==> config.mk <==
export PLATFORM = sky130hd
export DESIGN_NAME = wb_stage
export DESIGN_NICKNAME = d
export VERILOG_FILES = /design/src/rtl/wb_stage.sv
export SDC_FILE = /design/constraint.sdc
export NUM_CORES = 1
export LEC_CHECK = 0
export ABC_AREA = 1
export ABC_CLOCK_PERIOD_IN_PS = 8390
export BUFFER_PORTS_ARGS = -buffer_cell sky130_fd_sc_hd__buf_2
export CORE_MARGIN = 2
export CORE_UTILIZATION = 34
export DETAILED_ROUTE_END_ITERATION = 6
export PLACE_DENSITY_LB_ADDON = 0.12
export SETUP_SLACK_MARGIN = 0.3
export SLEW_MARGIN = 20
export SYNTH_ARGS = -nofsm -noshare
export SYNTH_HDL_FRONTEND = slang
export SYNTH_SLANG_ARGS = --single-unit
==> constraint.sdc <==
create_clock -name clk -period 8.39 [get_ports clk]
set_clock_uncertainty 0.1 [all_clocks]
set_input_delay 2.0975 -clock clk [delete_from_list [all_inputs] [get_ports clk]]
set_output_delay 2.0975 -clock clk [all_outputs]
set_load 0.02 [all_outputs]
==> src/rtl/wb_stage.sv <==
// wb_stage -- MEM/WB pipeline register and writeback selection.
//
// Captures the MEM-stage instruction, PC, ALU result and data-memory word
// each clock (unless held), decodes the destination register, selects the
// write data and drives the register-file write port.  Also counts retired
// instructions for trace and CPI checks.
//
// Optional feature: define WB_SUBWORD_LOAD_EN to enable lb/lbu/lh/lhu
// writeback with byte/halfword extraction.  Without it those opcodes do
// not write but still retire.
//
// Parameters:
//   CNT_W     width of retire_cnt (wraps modulo 2^CNT_W)
//   LINK_OFS  byte offset added to the PC for jal/jalr link writes
//
// Ports:
//   clk         clock, posedge
//   reset       asynchronous, active-high
//   IR_M        instruction in MEM stage
//   PC_M        PC of IR_M
//   ALUOut_M    ALU result / address of IR_M
//   DMOut_M     data-memory read word for IR_M
//   valid_M     1 = IR_M is a real instruction, 0 = bubble
//   hold_W      1 = W register keeps its contents this cycle
//   IR_W        instruction in W stage
//   WPC         PC of IR_W
//   RegWr       register-file write enable
//   RW          destination register number
//   BusW        write data
//   retire_cnt  instructions retired since reset
module wb_stage #(
  parameter int unsigned CNT_W    = 32,
  parameter logic [31:0] LINK_OFS = 32'd8
) (
  input  logic             clk,
  input  logic             reset,
  input  logic [31:0]      IR_M,
  input  logic [31:0]      PC_M,
  input  logic [31:0]      ALUOut_M,
  input  logic [31:0]      DMOut_M,
  input  logic             valid_M,
  input  logic             hold_W,
  output logic [31:0]      IR_W,
  output logic [31:0]      WPC,
  output logic             RegWr,
  output logic [4:0]       RW,
  output logic [31:0]      BusW,
  output logic [CNT_W-1:0] retire_cnt
);

  localparam logic [5:0] OP_RTYPE = 6'b000000;
  localparam logic [5:0] OP_JAL   = 6'b000011;
  localparam logic [5:0] OP_LW    = 6'b100011;
  localparam logic [5:0] FN_JR    = 6'b001000;
  localparam logic [5:0] FN_JALR  = 6'b001001;
`ifdef WB_SUBWORD_LOAD_EN
  localparam logic [5:0] OP_LB    = 6'b100000;
  localparam logic [5:0] OP_LH    = 6'b100001;
  localparam logic [5:0] OP_LBU   = 6'b100100;
  localparam logic [5:0] OP_LHU   = 6'b100101;
`endif

  logic [31:0] ir_w;
  logic [31:0] pc_w;
  logic [31:0] alu_w;
  logic [31:0] dm_w;
  logic        valid_w;
  logic        done_w;   // instruction already had its write/retire cycle

  logic        first_w;  // first W cycle of a real instruction
  logic        wr_class;
  logic [5:0]  op;
  logic [5:0]  fn;
  logic [4:0]  rt;
  logic [4:0]  rd;
  logic [31:0] link;

  // W pipeline register
  always_ff @(posedge clk or posedge reset) begin
    if (reset) begin
      ir_w    <= '0;
      pc_w    <= '0;
      alu_w   <= '0;
      dm_w    <= '0;
      valid_w <= 1'b0;
      done_w  <= 1'b0;
    end else if (hold_W) begin
      // A held instruction consumes its write in the first cycle only.
      if (valid_w) done_w <= 1'b1;
    end else begin
      ir_w    <= IR_M;
      pc_w    <= PC_M;
      alu_w   <= ALUOut_M;
      dm_w    <= DMOut_M;
      valid_w <= valid_M;
      done_w  <= 1'b0;
    end
  end

  // Retire counter: one count per instruction, at the end of its first W cycle
  always_ff @(posedge clk or posedge reset) begin
    if (reset) begin
      retire_cnt <= '0;
    end else if (first_w) begin
      retire_cnt <= retire_cnt + CNT_W'(1);
    end
  end

  assign first_w = valid_w & ~done_w;
  assign op      = ir_w[31:26];
  assign fn      = ir_w[5:0];
  assign rt      = ir_w[20:16];
  assign rd      = ir_w[15:11];
  assign link    = pc_w + LINK_OFS;

`ifdef WB_SUBWORD_LOAD_EN
  logic [7:0]  ld_byte;
  logic [15:0] ld_half;

  always_comb begin
    ld_byte = '0;
    case (alu_w[1:0])
      2'b00:   ld_byte = dm_w[7:0];
      2'b01:   ld_byte = dm_w[15:8];
      2'b10:   ld_byte = dm_w[23:16];
      default: ld_byte = dm_w[31:24];
    endcase
    ld_half = alu_w[1] ? dm_w[31:16] : dm_w[15:0];
  end
`endif

  // Destination / write-data decode
  always_comb begin
    wr_class = 1'b0;
    RW       = rt;
    BusW     = alu_w;
    casez (op)
      OP_RTYPE: begin
        RW = rd;
        if (fn == FN_JALR) begin
          wr_class = 1'b1;
          BusW     = link;
        end else if (fn != FN_JR) begin
          wr_class = 1'b1;
        end
      end
      6'b001???: begin
        wr_class = 1'b1;
      end
      OP_LW: begin
        wr_class = 1'b1;
        BusW     = dm_w;
      end
      OP_JAL: begin
        wr_class = 1'b1;
        RW       = 5'd31;
        BusW     = link;
      end
`ifdef WB_SUBWORD_LOAD_EN
      OP_LB: begin
        wr_class = 1'b1;
        BusW     = {{24{ld_byte[7]}}, ld_byte};
      end
      OP_LBU: begin
        wr_class = 1'b1;
        BusW     = {24'h000000, ld_byte};
      end
      OP_LH: begin
        wr_class = 1'b1;
        BusW     = {{16{ld_half[15]}}, ld_half};
      end
      OP_LHU: begin
        wr_class = 1'b1;
        BusW     = {16'h0000, ld_half};
      end
`endif
      default: begin
        wr_class = 1'b0;
      end
    endcase
  end

  assign RegWr = first_w & wr_class & (RW != 5'd0);
  assign IR_W  = ir_w;
  assign WPC   = pc_w;

endmodule
==> flow_metrics.tcl, run 1 <==
set metrics [dict create \
    leakage_nw 5.60 \
    syn_area_um2 8210 \
    final_cells 1713 \
    start_util 0.348 \
    rrSetupSlack_ps 5910 \
    met2_wirelength_mm 11.8 \
    hp-class "reg2reg" \
    die_h_um 159 \
    cts_hold_buf 0 \
    drc 0 \
    crit_chain "nor2_4 -> inv_1 -> nor2_1 -> nand2_1 -> nand2_2 -> a21boi_0 -> nand2_1 -> buf_2" \
    cts_setup_buffers 0 \
    setup_violations 0 \
    hold_start "IR_W[22]$_DFFE_PP0N_" \
    synthCells 1127 \
    die_w_um 159 \
    overflow 0 \
    syn_area_per_cell_um2 7.29 \
    routed.top_layer "met5" \
    htreeDepth 4 \
    slew_violations 0 \
    ys.flop_type "dfrtp_1" \
    powerDensity_nw_per_um2 201 \
    setup_tns_ps 0 \
    synth-seq-cells 162 \
    dr_wl_met3_mm 1.78 \
    hold_viol 0 \
    final_nets 1512 \
    dr.pass1.iters 5 \
    ir_drop_mv 0.107 \
    antenna_found_initial 3 \
    hold_slack_ps 379 \
    fillerInstances 2533 \
    met1_length_mm 12.6 \
    status "finished clean" \
    syn2layout_area_growth_pct 26.6 \
    io_pins 266 \
    min_delay_path_depth 2 \
    path_common_cell "nand2_1" \
    synth_top_area_frac 0.494 \
    slowest_stage "nand2_2" \
    cap_viol_max_count 0 \
    crit_fanout 32 \
    netlist_top_cells_count "524 x nand2_1, 162 x dfrtp_1, 91 x inv_1, 91 x nor2_1, 69 x nand3_1" \
    reg2reg_to "retire_cnt[29]$_DFFE_PP0P_" \
    vias 7882 \
    critPathTopFamily "simple AND/OR/NAND/NOR gates" \
    final_antenna_net_count 0 \
    yosysTopAreaCell "dfrtp_1" \
    regArea_um2 4050 \
    num_rows 56 \
    async_flop_share 1.00 \
    cts_tree "built" \
    synth_edf_count 0 \
    die-area_um2 25400 \
    yosys.cell_count.top_type "nand2_1" \
    syn_nets 1261 \
    core_um2 23600 \
    synth.area.top_cells "dfrtp_1 49%, nand2_1 24%, nand3_1 4.2%, inv_1 4.2%, nor2_1 4.2%" \
    routed_wl_mm 26.5 \
    clock_path_buffers 2 \
    clk_pin_slew_ps 70 \
    vias_per_cell 4.60 \
    relSlewSlack 0.328 \
    ctsResizeCount 0 \
    clkLatencyLatePin_ps 440 \
    clock_sinks 162 \
    place_hpwl_mm 19.3 \
    numCtsBuffers 17 \
    rsz0062_at_grt "no" \
    required_ps 6190 \
    rr_worst_depth 7 \
    critPathArrivalTime_ps 2700 \
    synth_cell_types 29 \
    max_stage_delay_ps 570 \
    ys.warnings.count 0 \
    r2r_start "valid_w$_DFFE_PP0N_" \
    wire_per_inst_um 15.5 \
    io_buffers 265 \
    cts_root_buffer "clkbuf_16" \
    path_buf_inv 2 \
    drtIter0Drc 603 \
    timing.fmax_mhz 204 \
    critPathCaptureType "output pin" \
    grt_max_degree 126 \
    hold_end "IR_W[22]$_DFFE_PP0N_" \
    criticalPathCategory "reg2out" \
    gp_congestion 0.844 \
    dp.cells 1678 \
    yosysSeqAreaShare 0.494 \
    max_slew.worst_pin.slew_ps 1000 \
    grt_pass1_vias 7621 \
    grt_pass1_wl_mm 41.7 \
    multi_input_area_um2 3630 \
    startpoint_type "register" \
    final_layout_size_suffix_gt1_frac 0.226 \
    fin_crit_sh 0.584 \
    gr-usage-all-layers 0.208 \
    min_period_ps 4900 \
]
## cell families (layout without fill, tap and decap cells)
kind of cell,after synthesis,in the layout,synth area share
AOI/OAI and AO/OA,73,73,0.0462
xor gates and xnor gates,27,27,0.0288
adders and majority gates,2,2,0.00305
buffers and inverters,129,393,0.0643
DFF,162,162,0.494
other,0,3,0
and+or+nand+nor,734,734,0.364
## area by class of cell
class | instances | share of cell area
clock buffers | 19 | 0.0426
diodes | 3 | 0.000722
repair buffers | 269 | 0.131
flip-flops and latches | 162 | 0.390
multi-input cells | 836 | 0.349
well taps | 319 | 0.0384
clock inverters | 13 | 0.0144
inverters | 92 | 0.0342
## cells in the final DEF (no fill, tap or decap), drive strengths merged
cell and n:
nand2 527, buf 269, dfrtp 162, nor2 96, inv 96, nand3 70
o21ai 54, xor2 22, nand4 21, clkbuf 19, a21oi 15, nor3 10
nand3b 6, xnor2 5, clkinvlp 4, diode 3, a21boi 3, clkinv 3
ha 2, bufinv 2, or2 1, o21bai 1, nor4 1, and2b 1
and2 1
## power breakdown
part           internal [mW]  switching (mW)
logic                  0.125           0.250
clock network          0.452           0.350
registers              0.849          0.0664
total                   1.43           0.667
## tightest hold or removal path, stage by stage (launching register included)
cell and delay [ps]:
dfrtp_1 350, nand2_1 50, nand2_1 50
## registers in the layout, summed over array words and instances (netlist names)
| register | count |
|---|---|
| IR_W | 32 |
| retire_cnt | 32 |
| done_w | 1 |
| WPC | 32 |
| alu_w | 32 |
| dm_w | 32 |
| valid_w | 1 |
## worst max-delay path by stage
| stage | from | end | slack [ps] | cells past startpoint |
|---|---|---|---|---|
| after floorplan | reset | IR_W[0]$_DFFE_PP0N_ | 1820 | 1 |
| after global placement | hold_W | IR_W[14]$_DFFE_PP0N_ | 3740 | 5 |
| after detailed placement | hold_W | IR_W[18]$_DFFE_PP0N_ | 3680 | 5 |
| after CTS | IR_W[31]$_DFFE_PP0N_ | BusW[23] | 3430 | 8 |
| after global routing | IR_W[31]$_DFFE_PP0N_ | BusW[21] | 3260 | 8 |
| final | IR_W[31]$_DFFE_PP0N_ | BusW[23] | 3490 | 8 |
## metrics by stage
step	power, mW	cell area, um^2	worst slack, ps	utilization
2_1_floorplan	1.15	8210	1820	-
5_1_grt	2.19	10400	3260	0.440
6_report	2.09	10400	3490	0.440
4_1_cts	2.12	10400	3430	0.440
3_3_place_gp	1.31	9790	3740	0.415
3_5_place_dp	1.31	9790	3680	0.415
## routing by layer
layer,global-route usage,vias to the layer above
li1,-,4017
met5,0,-
met4,0.0525,4
met1,0.289,3626
met2,0.321,211
met3,0.0583,24
Power figures use the tool's default switching activity.
==> run 2, diff against run 1 <==
--- a/config.mk
+++ b/config.mk
@@ -6,7 +6,7 @@
 export NUM_CORES = 1
 export LEC_CHECK = 0
 export ABC_AREA = 1
-export ABC_CLOCK_PERIOD_IN_PS = 8390
+export ABC_CLOCK_PERIOD_IN_PS = 4200
 export BUFFER_PORTS_ARGS = -buffer_cell sky130_fd_sc_hd__buf_2
 export CORE_MARGIN = 2
 export CORE_UTILIZATION = 34
==> constraint.sdc (replaced) <==
create_clock -name clk -period 4.2 [get_ports clk]
set_clock_uncertainty 0.1 [all_clocks]
set_input_delay 1.05 -clock clk [delete_from_list [all_inputs] [get_ports clk]]
set_output_delay 1.05 -clock clk [all_outputs]
set_load 0.02 [all_outputs]
==> flow_metrics.tcl, run 2 (synthesis gave the netlist of run 1 again) <==
set metrics [dict create \
    status "finished clean" \
    powerDensity_nw_per_um2 394 \
    die_w_um 159 \
    postLayoutCellArea_um2 10500 \
    max_stage_delay_ps 390 \
    critPathArrivalTime_ps 2550 \
    dp.cells 1681 \
    gr-usage-all-layers 0.219 \
    required_ps 3050 \
    final_core_util 0.443 \
    num_rows 56 \
    switchingPower_mw 1.34 \
    min_period_ps 3700 \
    setup_tns_ps 0 \
    drtIter0Drc 514 \
    p_sw_frac 0.325 \
    power_frac_seq 0.442 \
    p_int_mw 2.78 \
    vias_per_cell 4.65 \
    crit_chain "ha_1 -> nand2_1 -> nor2_1 -> nand2_1 -> nor2_1 -> xor2_1 -> nand2_1 -> nand2_1 -> buf_2" \
    timing.fmax_mhz 270 \
    clock_power_share 0.371 \
    critPathCaptureType "output pin" \
    slew_violations 0 \
    crit_fanout 4 \
    grt_pass1_wl_mm 43.6 \
    path_buf_inv 1 \
    final_nets 1518 \
    criticalPathCategory "reg2out" \
    grt_max_degree 163 \
    slowest_stage "dfrtp_1" \
    pwr-share-comb 0.187 \
    antenna_found_initial 5 \
    fillerInstances 2552 \
    clock_path_buffers 2 \
    drc 0 \
    placed_area_um2 9850 \
    routed_wl_mm 27.7 \
    most-common-layout-cells "524 x nand2_1, 265 x buf_2, 162 x dfrtp_1" \
    gp_congestion 0.922 \
    die-area_um2 25400 \
    clk_pin_slew_ps 60 \
    final_layout_size_suffix_gt1_frac 0.228 \
    hold_viol 0 \
    path_common_cell "nand2_1" \
    start_util 0.348 \
    cts_tree "built" \
    wire_per_inst_um 16.1 \
    setup_violations 0 \
    dr.pass1.iters 5 \
    syn2layout_area_growth_pct 27.5 \
    startpoint_type "register" \
    io_pins 266 \
    ir_drop_mv 0.288 \
    io_buffers 265 \
    hold_slack_ps 379 \
    cap_viol_max_count 0 \
    core_um2 23600 \
    relSlewSlack 0.318 \
    numCtsBuffers 17 \
    max_slew.worst_pin.slew_ps 1020 \
    cts_root_buffer "clkbuf_16" \
    critPathTopFamily "simple AND/OR/NAND/NOR gates" \
    die_h_um 159 \
    leakage_nw 5.62 \
    final_common_cell "nand2_1" \
    htreeDepth 4 \
    place_hpwl_mm 20.6 \
    clkLatencyLatePin_ps 430 \
    clock_sinks 162 \
    final_antenna_net_count 0 \
    fin_crit_sh 0.880 \
    hp-class "reg2reg" \
    final_cells 1719 \
    overflow 0 \
    rsz0062_at_grt "no" \
    grt_pass1_vias 7780 \
    vias 7999 \
]
## run 2: changes by cell type in the layout (fill, tap and decap cells not counted), sizes merged
cell      change
bufinv        -1
clkinv        -2
clkbuf        +1
clkinvlp      +3
inv           -1
buf           +6
## run 2: power by group through the flow
stage	logic (mW)	clock network [mW]	registers, mW
after floorplan	0.373	0	1.92
after global placement	0.782	0	1.84
after detailed placement	0.780	0	1.85
after CTS	0.783	1.57	1.82
after global routing	0.862	1.64	1.84
final	0.772	1.53	1.82
## run 2: final timing paths
path	startpoint	end	slack, ps	depth (start not counted)
max	WPC[3]$_DFFE_PP0N_	BusW[19]	500	9
min	alu_w[8]$_DFFE_PP0N_	alu_w[8]$_DFFE_PP0N_	380	2
max reg2reg	done_w$_DFFE_PP0P_	retire_cnt[23]$_DFFE_PP0P_	2310	7
min reg2reg	alu_w[8]$_DFFE_PP0N_	alu_w[8]$_DFFE_PP0N_	380	2
max in group asynchronous	reset	WPC[9]$_DFFE_PP0N_	2460	3
min in group asynchronous	reset	dm_w[25]$_DFFE_PP0N_	700	3
## run 2: metal layers
layer	track usage	share of wire	wire length [um]
met5	0	0.00098	27
met4	0.0579	0.017	467
met3	0.0755	0.076	2090
met2	0.335	0.45	12300
met1	0.297	0.46	12800
## run 2: final cells by class
cell class              count  area, um^2  share of cell area
diodes                      3        7.51            0.000717
flip-flops and latches    162        4050               0.387
clock buffers              20         437              0.0417
multi-input cells         836        3640               0.348
well taps                 319         399              0.0381
inverters                  92         355              0.0339
clock inverters            12         123              0.0117
repair buffers            275        1450               0.139
## run 2: worst min-delay path: stages, from the launching register on
cell and delay, ps:
dfrtp_1 340, nand2_1 50, nand2_1 60
## run 2: per-stage QoR
| stage | power [mW] | setup slack, ps |
|---|---|---|
| 2_1_floorplan | 2.29 | 993 |
| 3_3_place_gp | 2.63 | 635 |
| 3_5_place_dp | 2.63 | 534 |
| 4_1_cts | 4.17 | 309 |
| 5_1_grt | 4.34 | 305 |
| 6_report | 4.12 | 503 |
## run 2: what timing repair did
action,in CTS,in global routing
setup endpoints to repair,21,31
pin swaps,0,1
resized for setup,1,3
hold buffers,0,0
setup buffers,0,3
